===== config.mk =====
export PLATFORM = sky130hd
export DESIGN_NAME = ysyx_25020047_ifu
export DESIGN_NICKNAME = d
export VERILOG_FILES = /design/src/rtl/ysyx_25020047_ifu.sv
export SDC_FILE = /design/constraint.sdc
export NUM_CORES = 1
export LEC_CHECK = 0
export ABC_AREA = 1
export CORE_MARGIN = 5
export CORE_UTILIZATION = 40
export DETAILED_ROUTE_END_ITERATION = 8
export PLACE_DENSITY = 0.79
export SYNTH_ARGS = -nofsm -noshare
export SYNTH_HDL_FRONTEND = slang
export SYNTH_SLANG_ARGS = --single-unit

===== constraint.sdc =====
create_clock -name i_clk -period 3.59 [get_ports i_clk]
set_clock_uncertainty 0.1 [all_clocks]
set_input_delay 0.718 -clock i_clk [delete_from_list [all_inputs] [get_ports i_clk]]
set_output_delay 0.718 -clock i_clk [all_outputs]
set_load 0.005 [all_outputs]

===== src/rtl/ysyx_25020047_ifu.sv =====
// rtl/ysyx_25020047_ifu.sv - instruction fetch unit: one fetch per write-back commit
module ysyx_25020047_ifu #(
  parameter logic [31:0] RESET_PC = 32'h8000_0000,
  parameter logic [31:0] NOP_INST = 32'h0000_0013
) (
  input  logic        i_clk,
  input  logic        i_rst_n,
  input  logic        i_wb_valid,
  input  logic [31:0] i_wb_dnpc,
  output logic        o_imem_arvalid,
  output logic [31:0] o_imem_araddr,
  input  logic        i_imem_arready,
  input  logic        i_imem_rvalid,
  input  logic [31:0] i_imem_rdata,
  input  logic [1:0]  i_imem_rresp,
  output logic        o_imem_rready,
  output logic        o_inst_valid,
  output logic [31:0] o_inst,
  output logic [31:0] o_inst_pc,
  output logic        o_inst_fault,
  output logic        o_inst_misalign,
  input  logic        i_inst_ready,
  output logic [31:0] o_fetch_cnt
);

  localparam logic [2:0] S_IDLE    = 3'd0;
  localparam logic [2:0] S_REQ     = 3'd1;
  localparam logic [2:0] S_WAIT    = 3'd2;
  localparam logic [2:0] S_HOLD    = 3'd3;
  localparam logic [2:0] S_WAIT_WB = 3'd4;

  logic [2:0]  r_state;
  logic [31:0] r_pc;
  logic [31:0] r_inst;
  logic [31:0] r_inst_pc;
  logic        r_fault;
  logic        r_misalign;
  logic [31:0] r_fetch_cnt;

  logic w_handshake;
  logic w_commit;
  logic w_dnpc_misalign;

  assign w_handshake     = (r_state == S_HOLD) && i_inst_ready;
  // A commit in HOLD is only honoured together with the decode handshake.
  assign w_commit        = i_wb_valid && (w_handshake || (r_state == S_WAIT_WB));
  assign w_dnpc_misalign = |i_wb_dnpc[1:0];

  always_ff @(posedge i_clk or negedge i_rst_n) begin
    if (!i_rst_n) begin
      r_state     <= S_IDLE;
      r_pc        <= RESET_PC;
      r_inst      <= NOP_INST;
      r_inst_pc   <= RESET_PC;
      r_fault     <= 1'b0;
      r_misalign  <= 1'b0;
      r_fetch_cnt <= 32'd0;
    end else begin
      if (w_handshake) begin
        r_fetch_cnt <= r_fetch_cnt + 32'd1;
      end
      case (r_state)
        S_IDLE: r_state <= S_REQ;
        S_REQ: begin
          if (i_imem_arready) begin
            r_state <= S_WAIT;
          end
        end
        S_WAIT: begin
          if (i_imem_rvalid) begin
            r_inst     <= (i_imem_rresp == 2'b00) ? i_imem_rdata : NOP_INST;
            r_fault    <= (i_imem_rresp != 2'b00);
            r_misalign <= 1'b0;
            r_inst_pc  <= r_pc;
            r_state    <= S_HOLD;
          end
        end
        S_HOLD, S_WAIT_WB: begin
          if (w_commit) begin
            r_pc <= i_wb_dnpc;
            // Misaligned targets never reach memory; the fault is reported directly.
            if (w_dnpc_misalign) begin
              r_inst     <= NOP_INST;
              r_fault    <= 1'b1;
              r_misalign <= 1'b1;
              r_inst_pc  <= i_wb_dnpc;
              r_state    <= S_HOLD;
            end else begin
              r_state <= S_REQ;
            end
          end else if (w_handshake) begin
            r_state <= S_WAIT_WB;
          end
        end
        default: r_state <= S_IDLE;
      endcase
    end
  end

  assign o_imem_arvalid  = (r_state == S_REQ);
  assign o_imem_araddr   = r_pc;
  assign o_imem_rready   = (r_state == S_WAIT);
  assign o_inst_valid    = (r_state == S_HOLD);
  assign o_inst          = r_inst;
  assign o_inst_pc       = r_inst_pc;
  assign o_inst_fault    = r_fault;
  assign o_inst_misalign = r_misalign;
  assign o_fetch_cnt     = r_fetch_cnt;

endmodule


; ---- Yosys cells after proc, flatten, opt, wreduce, memory -nomap -nowiden
; Cells that the tools add are included.
[word_totals]
ff_bits = 133
[op_classes]
add_sub_neg = 1
eq_ne = 9
mux = 21
reduce_logical = 12
[ops]
columns = cell, count
row1 = 2-to-1 mux 32 bit, 7
row2 = case mux 32 bit (2 select lines), 2
row3 = adder 32 x 1 -> 32 bit (second input constant), 1
row4 = 2-to-1 mux 3 bit, 4
row5 = case mux 3 bit (4 select lines), 1
row6 = == test 3 x 2 -> 1 bit (second input constant), 2
row7 = inequality test 2 bit (second input constant), 3
row8 = 2-to-1 mux 1 bit, 4
row9 = case mux 1 bit (2 select lines), 2
row10 = AND reduction 4 bit, 1
row11 = nonzero test 2 bit, 2
row12 = OR reduction 2 bit, 2
row13 = == test 3 x 1 -> 1 bit (second input constant), 1
row14 = == test 3 bit (second input constant), 1
row15 = zero test 3 bit, 1
row16 = inequality test 3 bit (second input constant), 1
row17 = AND reduction 3 bit, 1
row18 = logical AND 1 bit, 2
row19 = zero test 2 bit, 1
row20 = 2-to-1 mux 2 bit, 1
row21 = inequality test 2 x 1 -> 1 bit (second input constant), 1
row22 = AND reduction 2 bit, 1
row23 = logical OR 1 bit, 1

; ---- Longest topological paths before layout
; Gate-level depths: netlist of the first run.
[depth]
word_depth = 6
ltp_mapped = 11
ltp_nobuf = 10

; ---- Worst setup path before layout of the first run
; No wires, ideal clock.
[synth_path]
path_kind = input port to flip-flop
from = input i_wb_dnpc[1]
to = register r_inst[19] (netlist: o_inst[19])
setup_ns = 0.117
t_arrival_ns = 1.602
required_ns = 3.373
path_slack_ns = 1.771
cell_stages = 7
path_cell_list = or2_2 nand3_1 nand2_1 buf_4 buf_4 nand3_1 nand2_1
[synth_via]
elab_chain_len = 3
[synth_rtl]
columns = element, line_no
row1 = start: declaration, 9  ; input logic [31:0] i_wb_dnpc,
row2 = OR reduction 2 bit, 47  ; assign w_dnpc_misalign = |i_wb_dnpc[1:0];
row3 = inequality test 2 bit (no source line), -
row4 = AND reduction 4 bit (no source line), -
row5 = end signal: assignment, 71  ; r_inst <= (i_imem_rresp == 2'b00) ? i_imem_rdata : NOP_INST;
row6 = end: declaration, 34  ; logic [31:0] r_inst;
; No other way between the ends.
; A chain may end at the register's enable or synchronous reset.

; ---- Final worst setup path of the first run
[layout_path]
from = register r_state[0]
to = output o_inst_valid
[layout_via]
elab_chain_len = 1
[layout_rtl]
columns = element, line_no
row1 = start: declaration, 32  ; logic [2:0] r_state;
row2 = start signal: assignment, 51  ; r_state <= S_IDLE;
row3 = start signal: assignment, 63  ; S_IDLE: r_state <= S_REQ;
row4 = start signal: assignment, 66  ; r_state <= S_WAIT;
row5 = == test 3 x 2 -> 1 bit, 103  ; assign o_inst_valid = (r_state == S_HOLD);
row6 = end: declaration, 17  ; output logic o_inst_valid,
; No other way between the ends.

==> metrics.md, run 1 <==
| Metric | Value |
|---|---|
| Outcome | `complete, no violations` |
| Clock Path Buffers | `2` |
| CTS tree | `done` |
| Leak | `0.00447 uW` |
| Final HPWL DP | `13900 microns` |
| Internal Pwr Total | `4570 uW` |
| Clk network pwr share | `24.3%` |
| Met3 usage | `5.24%` |
| Worst vdd ir | `420 uV` |
| Max_cap viols | `0` |
| TritonCTS sink count | `133` |
| Grt ovf | `0` |
| Hold crit path type | `input port to async pin` |
| RSZ-0062 raised after global routing | `no` |
| Most frequent cells in the layout | `356 x nand2_1, 203 x clkdlybuf4s50_1, 128 x dfrtp_1, 88 x nand3_1, 81 x nor2_1` |
| Ys Warns | `0` |
| Relative slew margins | `41.0%` |
| Vias in the first global route | `6153` |
| Count of cell types in the netlist | `25` |
| Layout cell share with drive strength beyond 1 | `5.53%` |
| Non-Filler Instances | `1302` |
| Final ANT Viol Nets | `0` |
| Crit share post-route | `74.2%` |
| Largest net degree at the start of global routing | `67` |
| Die Y | `138 microns` |
| Drt wl/cell | `14.8 microns` |
| Vias post-DR | `6260` |
| Max-slew violations | `0` |
| Full die area | `19100 sq um` |
| Hold buffer count at cts | `0` |
| Combinational share of power | `41.1%` |
| Port Buffers | `204` |
| TritonCTS Buffers | `17` |
| Root Buffer | `clkbuf_16` |
| Crit-path max FO | `8` |
| Clock slew at reported path FFs | `60 ps` |
| Post-CTS Setup Inserts | `0` |
| Sequential area share after synthesis | `50.7%` |
| Arrival time worst endpoint | `1850 ps` |
| Post-Syn Instances | `880` |
| Routability cong. | `0.890` |
| Final setup fails | `0` |
| GR Util met1 | `26.1%` |
| Placed insts | `1269` |
| Setup slack, reg-to-reg | `1390 ps` |
| Drt initial violations | `412` |
| Post-Route Setup TNS | `0 ps` |
| # DRC | `0` |
| Core ar. | `16000 sq um` |
| Crit end category | `output pin` |
| Syn_nets | `953` |
| Die width | `138 microns` |
| Cell area power density | `761 nW/um^2` |
| WL final | `19300 microns` |
| Global-route wire length before repair | `31900 microns` |
| Layout area overhead | `42.4%` |
| Critical path class | `flip-flop to output pin` |
| Vias per cell | `4.81` |
| Net Sw Power | `2550 uW` |
| Synth Register Bits | `133` |
| Req. time, crit path | `2770 ps` |
| Clk Latency, worst-skew pair | `420 ps` |
| Drt pass-1 iters | `5` |
| Critical Path Start Type | `flip-flop` |
| Avg Cell Area, Syn | `7.47 sq um` |
| GRT Max-Usage Layer | `met2` |
| Routing usage on met2 | `32.9%` |
| Flop pwr share | `34.5%` |
| Final critical delay including setup and external delays | `2660 ps` |
| H-tree depth | `4` |
| Netlist Area Pre-Place | `6570 sq um` |
| IO Pins | `205` |
| Fmax | `0.375 GHz` |
| Switching share of power | `35.8%` |
| Layout net count | `1145` |
| Cell Rows | `46` |
| Worst-Margin Slew | `886 ps` |
| CTS resizes | `0` |
| Total track usage | `20.2%` |
| Initial core utilization | `41.1%` |
| Initial antenna violation count | `1` |
| Hold Violations, Final | `0` |
| Commonest non-fill, non-tap cell in the layout | `nand2_1` |
-- Yosys cell counts (all sizes together) --
cell	instances	area share, %
dfstp	5	2.0
a21oi	2	0.15
xor2	12	1.6
nor2	82	4.7
nand4	8	0.99
ha	1	0.19
xnor2	4	0.53
nand2	360	21
o21ai	70	5.3
clkbuf	16	0.91
dfrtp	128	49
inv	69	3.9
nor3	4	0.46
nand3	88	6.7
or2	4	0.38
nand3b	1	0.11
buf	26	2.7
-- state kept, by name, summed over array words and instances, names as in the netlist --
register and count:
o_inst_misalign 1, o_inst 32, o_imem_araddr 32, o_fetch_cnt 32, r_state 3, o_inst_fault 1, o_inst_pc 32
-- power by group through the flow --
stage	Combinational [uW]	Clock (uW)	Sequential, uW
floorplan	1390	0	2460
global placement	2890	0	2460
detailed placement	2960	0	2470
CTS	2970	1760	2460
global route	3270	1840	2530
finish	2930	1730	2460
-- critical path: stages, from the launching register on --
cell             delay (ps)
dfrtp_1                 510
nand2_1                  90
nor2_1                  260
clkdlybuf4s50_1         570
-- per-stage QoR --
stage / hold slack (ps) / cell area, sq um / power (uW) / util [%] / setup WS, ps
global placement: 352 / 8760 / 5340 / 54.8 / 843
global route: 250 / 9360 / 7640 / 58.5 / 823
CTS: 208 / 9360 / 7190 / 58.5 / 935
detailed placement: 355 / 8760 / 5430 / 54.8 / 812
finish: 201 / 9360 / 7120 / 58.5 / 925
floorplan: 322 / 6570 / 3860 / - / 1770
-- routing by layer --
metal	wire length [microns]	vias up
met2	9150	207
met5	0	-
met4	474	0
li1	-	3152
met1	8450	2868
met3	1200	33
-- path summary, 6_finish.rpt --
kind | startpoint | endpoint | depth (start not counted)
min reg2reg | o_inst_pc[31] | o_inst_pc[31] | 2
max | r_state[0] | o_inst_valid | 3
min in group i_clk | o_inst_pc[31] | o_inst_pc[31] | 2
min | i_rst_n | o_imem_araddr[7] | 1
max in group asynchronous | i_rst_n | o_inst[4] | 2
max reg2reg | r_state[0] | o_inst[4] | 8
-- cells by family after synthesis --
family / count (synthesis) / synth area share [%]
XOR/XNOR: 16 / 2.13
adder cells (fa/ha/maj): 1 / 0.190
AND/OR/NAND/NOR: 547 / 33.9
buffers and inverters: 111 / 7.54
AO/OA/AOI/OAI: 72 / 5.48
flip-flops: 133 / 50.7
-- area by class of cell --
class                   instances  area, sq um
multi-input cells             636         2750
repair buffers                215         2150
clock inverters                14          154
flip-flops and latches        133         3330
diodes                          1         2.50
well taps                     216          270
clock buffers                  18          439
fillers                      1486         6640
inverters                      69          259
(Power assumes the default switching activity.)
==> inputs of run 2 (changes only) <==
==> constraint.sdc (replaced) <==
create_clock -name i_clk -period 2.51 [get_ports i_clk]
set_clock_uncertainty 0.1 [all_clocks]
set_input_delay 0.502 -clock i_clk [delete_from_list [all_inputs] [get_ports i_clk]]
set_output_delay 0.502 -clock i_clk [all_outputs]
set_load 0.005 [all_outputs]
==> run 2 against run 1 <==
Net effect: flip-flop and latch count unchanged; die area unchanged; clock power up 53%; core utilization up 0.81 points; sequential power up 44%; wire length up 0.67%; cell count up 0.61%; via count up 1.9%; design area up 1.4%; critical endpoint unchanged; setup slack worse by 820 ps; highest routed layer unchanged.
==> metrics.md, run 2 (synthesis results as in run 1) <==
| Metric | Value |
|---|---|
| Outcome | `complete, no violations (unchanged)` |
| Worst vdd ir | `623 uV (was 420 uV)` |
| Clk network pwr share | `25.4% (was 24.3%)` |
| Largest net degree at the start of global routing | `60 (was 67)` |
| Drt pass-1 iters | `5 (unchanged)` |
| Final ANT Viol Nets | `0 (unchanged)` |
| Core ar. | `16000 sq um (unchanged)` |
| Global-route wire length before repair | `32300 microns (was 31900 microns)` |
| Hold Violations, Final | `0 (unchanged)` |
| Layout area overhead | `44.4% (was 42.4%)` |
| H-tree depth | `4 (unchanged)` |
| Placed insts | `1276 (was 1269)` |
| Pre-CTS setup slack | `181 ps (was 812 ps)` |
| Combinational share of power | `40.6% (was 41.1%)` |
| Arrival time worst endpoint | `1810 ps (was 1850 ps)` |
| Max_cap viols | `0 (unchanged)` |
| Root Buffer | `clkbuf_16 (unchanged)` |
| Flop pwr share | `34.0% (was 34.5%)` |
| Final HPWL DP | `14100 microns (was 13900 microns)` |
| Critical Path Start Type | `flip-flop (unchanged)` |
| IO Pins | `205 (unchanged)` |
| Layout net count | `1153 (was 1145)` |
| Commonest non-fill, non-tap cell in the layout | `nand2_1 (unchanged)` |
| Crit end category | `output pin (unchanged)` |
| Post-Route Setup TNS | `0 ps (unchanged)` |
| Total track usage | `20.4% (was 20.2%)` |
| Fill cells | `1435 (was 1486)` |
| GRT Max-Usage Layer | `met2 (unchanged)` |
| Crit-path max FO | `8 (unchanged)` |
| Met3 usage | `5.24% (unchanged)` |
| Fmax | `0.415 GHz` |
| Die width | `138 microns (unchanged)` |
| Max-slew violations | `0 (unchanged)` |
| Vias post-DR | `6377 (was 6260)` |
| # DRC | `0 (unchanged)` |
| Switching share of power | `34.4% (was 35.8%)` |
| Initial core utilization | `41.1% (unchanged)` |
| Full die area | `19100 sq um (unchanged)` |
| Cell Rows | `46 (unchanged)` |
| Final setup fails | `0 (unchanged)` |
| Worst setup margin | `101 ps (was 925 ps)` |
| Layout cell share with drive strength beyond 1 | `5.86% (was 5.53%)` |
| Initial antenna violation count | `1 (unchanged)` |
| Area of the multi-input gates | `2760 sq um (was 2750 sq um)` |
| Clock slew at reported path FFs | `50 ps (was 60 ps)` |
| Clk Latency, worst-skew pair | `410 ps (was 420 ps)` |
| Worst-Margin Slew | `565 ps (was 886 ps)` |
| Hold crit path type | `flip-flop to flip-flop (was input port to async pin)` |
| Vias per cell | `4.87 (was 4.81)` |
| Clock Path Buffers | `2 (unchanged)` |
| WL final | `19400 microns (was 19300 microns)` |
| Post-CTS Setup Inserts | `0 (unchanged)` |
| Internal Pwr Total | `6820 uW (was 4570 uW)` |
| Routing usage on met2 | `33.4% (was 32.9%)` |
| Most frequent cells in the layout | `356 x nand2_1, 203 x clkdlybuf4s50_1, 128 x dfrtp_1, 88 x nand3_1, 81 x nor2_1 (unchanged)` |
| GR Util met1 | `25.8% (was 26.1%)` |
| Cell area power density | `1100 nW/um^2 (was 761 nW/um^2)` |
| Vias in the first global route | `6241 (was 6153)` |
| Drt initial violations | `365 (was 412)` |
| Grt ovf | `0 (unchanged)` |
| Net Sw Power | `3580 uW (was 2550 uW)` |
| Port Buffers | `204 (unchanged)` |
| Final critical delay including setup and external delays | `2410 ps` |
| Critical path class | `flip-flop to output pin (unchanged)` |
| Die Y | `138 microns (unchanged)` |
| Leak | `0.00453 uW (was 0.00447 uW)` |
| TritonCTS sink count | `133 (unchanged)` |
| Non-Filler Instances | `1310 (was 1302)` |
| Relative slew margins | `62.4% (was 41.0%)` |
| RSZ-0062 raised after global routing | `no (unchanged)` |
| Req. time, crit path | `1910 ps (was 2770 ps)` |
| FF+latch area | `3330 sq um (unchanged)` |
| Hold WS | `369 ps (was 201 ps)` |
| Drt wl/cell | `14.8 microns (about the same)` |
| TritonCTS Buffers | `17 (unchanged)` |
| Crit share post-route | `96.0%` |
| CTS tree | `done (unchanged)` |
| Routability cong. | `0.884 (was 0.890)` |
[run 2: cell count changes in the layout (fill, tap and decap cells not counted), sizes merged]
cell | before | now
inv | 71 | 70
clkinv | 8 | 2
clkinvlp | 2 | 1
dlygate4sd3 | 0 | 1
bufinv | 2 | 4
buf | 12 | 19
clkbuf | 18 | 24
[run 2: final cells by class]
cell class / instances / area share, %
inverters: 69 / 2.73
flip-flops and latches: 133 / 35.1
repair buffers: 223 / 23.6
clock inverters: 8 / 1.54
multi-input cells: 636 / 29.1
well taps: 216 / 2.85
clock buffers: 24 / 5.08
diodes: 1 / 0.0264
[run 2: power by group through the flow]
stage / Combinational (uW) / Sequential (uW) / Clock [uW]
floorplan: 1990 / 3520 / 0
global placement: 4190 / 3530 / 0
detailed placement: 4260 / 3550 / 0
CTS: 4290 / 3540 / 2680
global route: 4710 / 3650 / 2780
finish: 4230 / 3540 / 2640
[run 2: what timing repair did]
item                       CTS  global route
hold buffers                 1             0
setup endpoints to repair    0             1
gates resized for setup      0             2
hold endpoints to repair    33             0
[run 2: worst paths after layout]
path / start / endpoint / slack, ps / cells after the start
worst max-delay path: r_state[0] / o_inst_valid / 100 / 3
worst min-delay path: o_inst[3] / o_inst[3] / 370 / 2
worst min register to register: o_inst[3] / o_inst[3] / 370 / 2
min in group asynchronous: i_rst_n / o_imem_araddr[4] / 530 / 2
worst max register to register: o_fetch_cnt[1] / o_fetch_cnt[18] / 510 / 10
max in group asynchronous: i_rst_n / o_inst[0] / 1090 / 3
[run 2: worst max-delay path, stage by stage (launching register included)]
cell and delay [ps]:
dfrtp_1 540, nand2_1 90, nor2_1 210, clkdlybuf4s50_1 560
[run 2: routing by layer]
metal,wire (microns),share of wire (%)
met1,8110,42
met2,9430,49
met3,1260,6.5
met4,614,3.2
met5,0,0
[run 2: through the flow]
step	util, %	power, uW	area, sq um
3_3_place_gp	55.3	7710	8840
2_1_floorplan	-	5510	6570
6_report	59.3	10400	9490
3_5_place_dp	55.3	7810	8840
4_1_cts	59.2	10500	9480
5_1_grt	59.3	11100	9490
==> inputs of run 3 (changes only) <==
--- a/config.mk
+++ b/config.mk
@@ -6,6 +6,7 @@
 export NUM_CORES = 1
 export LEC_CHECK = 0
 export ABC_AREA = 1
+export CORE_ASPECT_RATIO = 0.75
 export CORE_MARGIN = 5
 export CORE_UTILIZATION = 40
 export DETAILED_ROUTE_END_ITERATION = 8
==> run 3 against run 2 <==
Net effect: design area grew 0.16%; non-clock buffer count grew 1; wire length grew 1.9%; flip-flop and latch count is the same; worst hold slack lost 1.7 ps; highest routed layer unchanged; sequential share of layout area shrank 0.056 points.
==> metrics.md, run 3 (synthesis results as in run 1) <==
| Metric | Value |
|---|---|
| Critical path class | `flip-flop to output pin (unchanged)` |
| TritonCTS sink count | `133 (unchanged)` |
| Switching share of power | `35.4% (was 34.4%)` |
| Ant. Diodes | `0 (was 1)` |
| Hold crit path type | `flip-flop to flip-flop (unchanged)` |
| Drt wl/cell | `15.2 microns (was 14.8 microns)` |
| H-tree depth | `4 (unchanged)` |
| Root Buffer | `clkbuf_16 (unchanged)` |
| Layout cell share with drive strength beyond 1 | `6.22% (was 5.86%)` |
| Most frequent cells in the layout | `356 x nand2_1, 203 x clkdlybuf4s50_1, 128 x dfrtp_1, 88 x nand3_1, 81 x nor2_1 (unchanged)` |
| Relative slew margins | `63.4% (was 62.4%)` |
| Setup slack, reg-to-reg | `440 ps (was 510 ps)` |
| Pre-CTS setup slack | `262 ps (was 181 ps)` |
| Outcome | `complete, no violations (unchanged)` |
| Worst setup margin | `96.7 ps (was 101 ps)` |
| Global-route wire length before repair | `31800 microns (was 32300 microns)` |
| Final HPWL DP | `14300 microns (was 14100 microns)` |
| Worst hold start | `o_inst_pc[31] (was o_inst[3])` |
| Hold WS | `368 ps (was 369 ps)` |
| Die Y | `121 microns (was 138 microns)` |
| Total track usage | `21.0% (was 20.4%)` |
| Post-Route Setup TNS | `0 ps (unchanged)` |
| Commonest non-fill, non-tap cell in the layout | `nand2_1 (unchanged)` |
| Core ar. | `16100 sq um (was 16000 sq um)` |
| CTS tree | `done (unchanged)` |
| Routability cong. | `0.913 (was 0.884)` |
| Req. time, crit path | `1910 ps (about the same)` |
| Clk Latency, worst-skew pair | `420 ps (was 410 ps)` |
| Reg-to-reg startpoint | `o_fetch_cnt[0] (was o_fetch_cnt[1])` |
| Drt pass-1 iters | `5 (unchanged)` |
| Layout area overhead | `44.6% (was 44.4%)` |
| Combinational share of power | `41.0% (was 40.6%)` |
| Cell area power density | `1110 nW/um^2 (was 1100 nW/um^2)` |
| WHS Path Cells | `2 (unchanged)` |
| Max_cap viols | `0 (unchanged)` |
| Port Buffers | `204 (unchanged)` |
| Post-CTS Setup Inserts | `0 (unchanged)` |
| Die width | `158 microns (was 138 microns)` |
| Critical Path Start Type | `flip-flop (unchanged)` |
| # DRC | `0 (unchanged)` |
| Arrival time worst endpoint | `1810 ps (about the same)` |
| Vias post-DR | `6386 (was 6377)` |
| Hold Violations, Final | `0 (unchanged)` |
| Flop pwr share | `33.4% (was 34.0%)` |
| Worst r2r dst | `o_fetch_cnt[18] (unchanged)` |
| Min-Delay Endpoint | `o_inst_pc[31] (was o_inst[3])` |
| Crit end category | `output pin (unchanged)` |
| Grt ovf | `0 (unchanged)` |
| Clk network pwr share | `25.6% (was 25.4%)` |
| Final ANT Viol Nets | `0 (unchanged)` |
| Layout net count | `1154 (was 1153)` |
| Max-slew violations | `0 (unchanged)` |
| Initial antenna violation count | `0 (was 1)` |
| Drt initial violations | `532 (was 365)` |
| Placed insts | `1271 (was 1276)` |
| Full die area | `19100 sq um (about the same)` |
| Net Sw Power | `3750 uW (was 3580 uW)` |
| Cell Rows | `40 (was 46)` |
| Initial core utilization | `40.9% (was 41.1%)` |
| Fmax | `0.414 GHz (was 0.415 GHz)` |
| Final critical delay including setup and external delays | `2410 ps (about the same)` |
| IO Pins | `205 (unchanged)` |
| TritonCTS Buffers | `17 (unchanged)` |
| Clock slew at reported path FFs | `60 ps (was 50 ps)` |
| Clock Path Buffers | `2 (unchanged)` |
| WL final | `19800 microns (was 19400 microns)` |
| Worst-Margin Slew | `546 ps (was 565 ps)` |
| Crit share post-route | `96.1% (was 96.0%)` |
| Leak | `0.00454 uW (was 0.00453 uW)` |
| Largest net degree at the start of global routing | `59 (was 60)` |
| Internal Pwr Total | `6820 uW (about the same)` |
| Vias in the first global route | `6002 (was 6241)` |
| Worst vdd ir | `637 uV (was 623 uV)` |
| Final setup fails | `0 (unchanged)` |
| Vias per cell | `4.90 (was 4.87)` |
| Crit-path max FO | `8 (unchanged)` |
| Worst Reg-to-Reg Cells | `10 (unchanged)` |
| RSZ-0062 raised after global routing | `no (unchanged)` |
| Non-Filler Instances | `1304 (was 1310)` |
[run 3: power groups by stage]
stage	Clock [uW]	Combinational (uW)	Sequential, uW
6_report	2710	4340	3530
5_1_grt	2860	4830	3640
4_1_cts	2760	4380	3520
3_5_place_dp	0	4360	3540
3_3_place_gp	0	4270	3510
2_1_floorplan	0	1990	3520
[run 3: metal layers]
layer	vias to the layer above	track usage [%]	routed length, microns
met5	-	0	0
met4	0	5.97	350
met3	33	6.77	1790
li1	3144	-	-
met1	2973	29.5	8930
met2	236	31.1	8710
[run 3: cell type report]
| cell class | count | area [sq um] |
|---|---|---|
| clock buffer | 17 | 425 |
| clock inverter | 15 | 216 |
| fill | 1386 | 6560 |
| inverter | 69 | 259 |
| multi-input combinational | 636 | 2760 |
| sequential | 133 | 3330 |
| tap | 210 | 263 |
| timing repair buffer | 224 | 2250 |
[run 3: what timing repair did]
item,CTS,global route
hold buffers,1,0
setup endpoints to repair,0,1
resized for setup,0,1
hold endpoints to repair,34,0
[run 3: critical path, cell delays in order, from the launching register on]
cell and delay (ps):
dfrtp_1 560, nand2_1 90, nor2_1 190, clkdlybuf4s50_1 550
[run 3: stage by stage]
step | utilization [%] | total power, uW | cell area [sq um]
3_3_place_gp | 55.1 | 7790 | 8840
4_1_cts | 59.1 | 10700 | 9500
6_report | 59.2 | 10600 | 9500
3_5_place_dp | 55.1 | 7890 | 8840
5_1_grt | 59.2 | 11300 | 9500
2_1_floorplan | - | 5510 | 6570
[run 3: how the worst max path moves through the flow]
stage                               from           endpoint  slack [ps]
after global placement      i_inst_ready         o_inst[12]         280
final                         r_state[0]       o_inst_valid         100
after detailed placement    i_inst_ready  o_imem_araddr[16]         260
after CTS                     r_state[0]      o_imem_rready          20
after floorplan           o_fetch_cnt[0]    o_fetch_cnt[18]         850
after global routing          r_state[1]      o_imem_rready           4
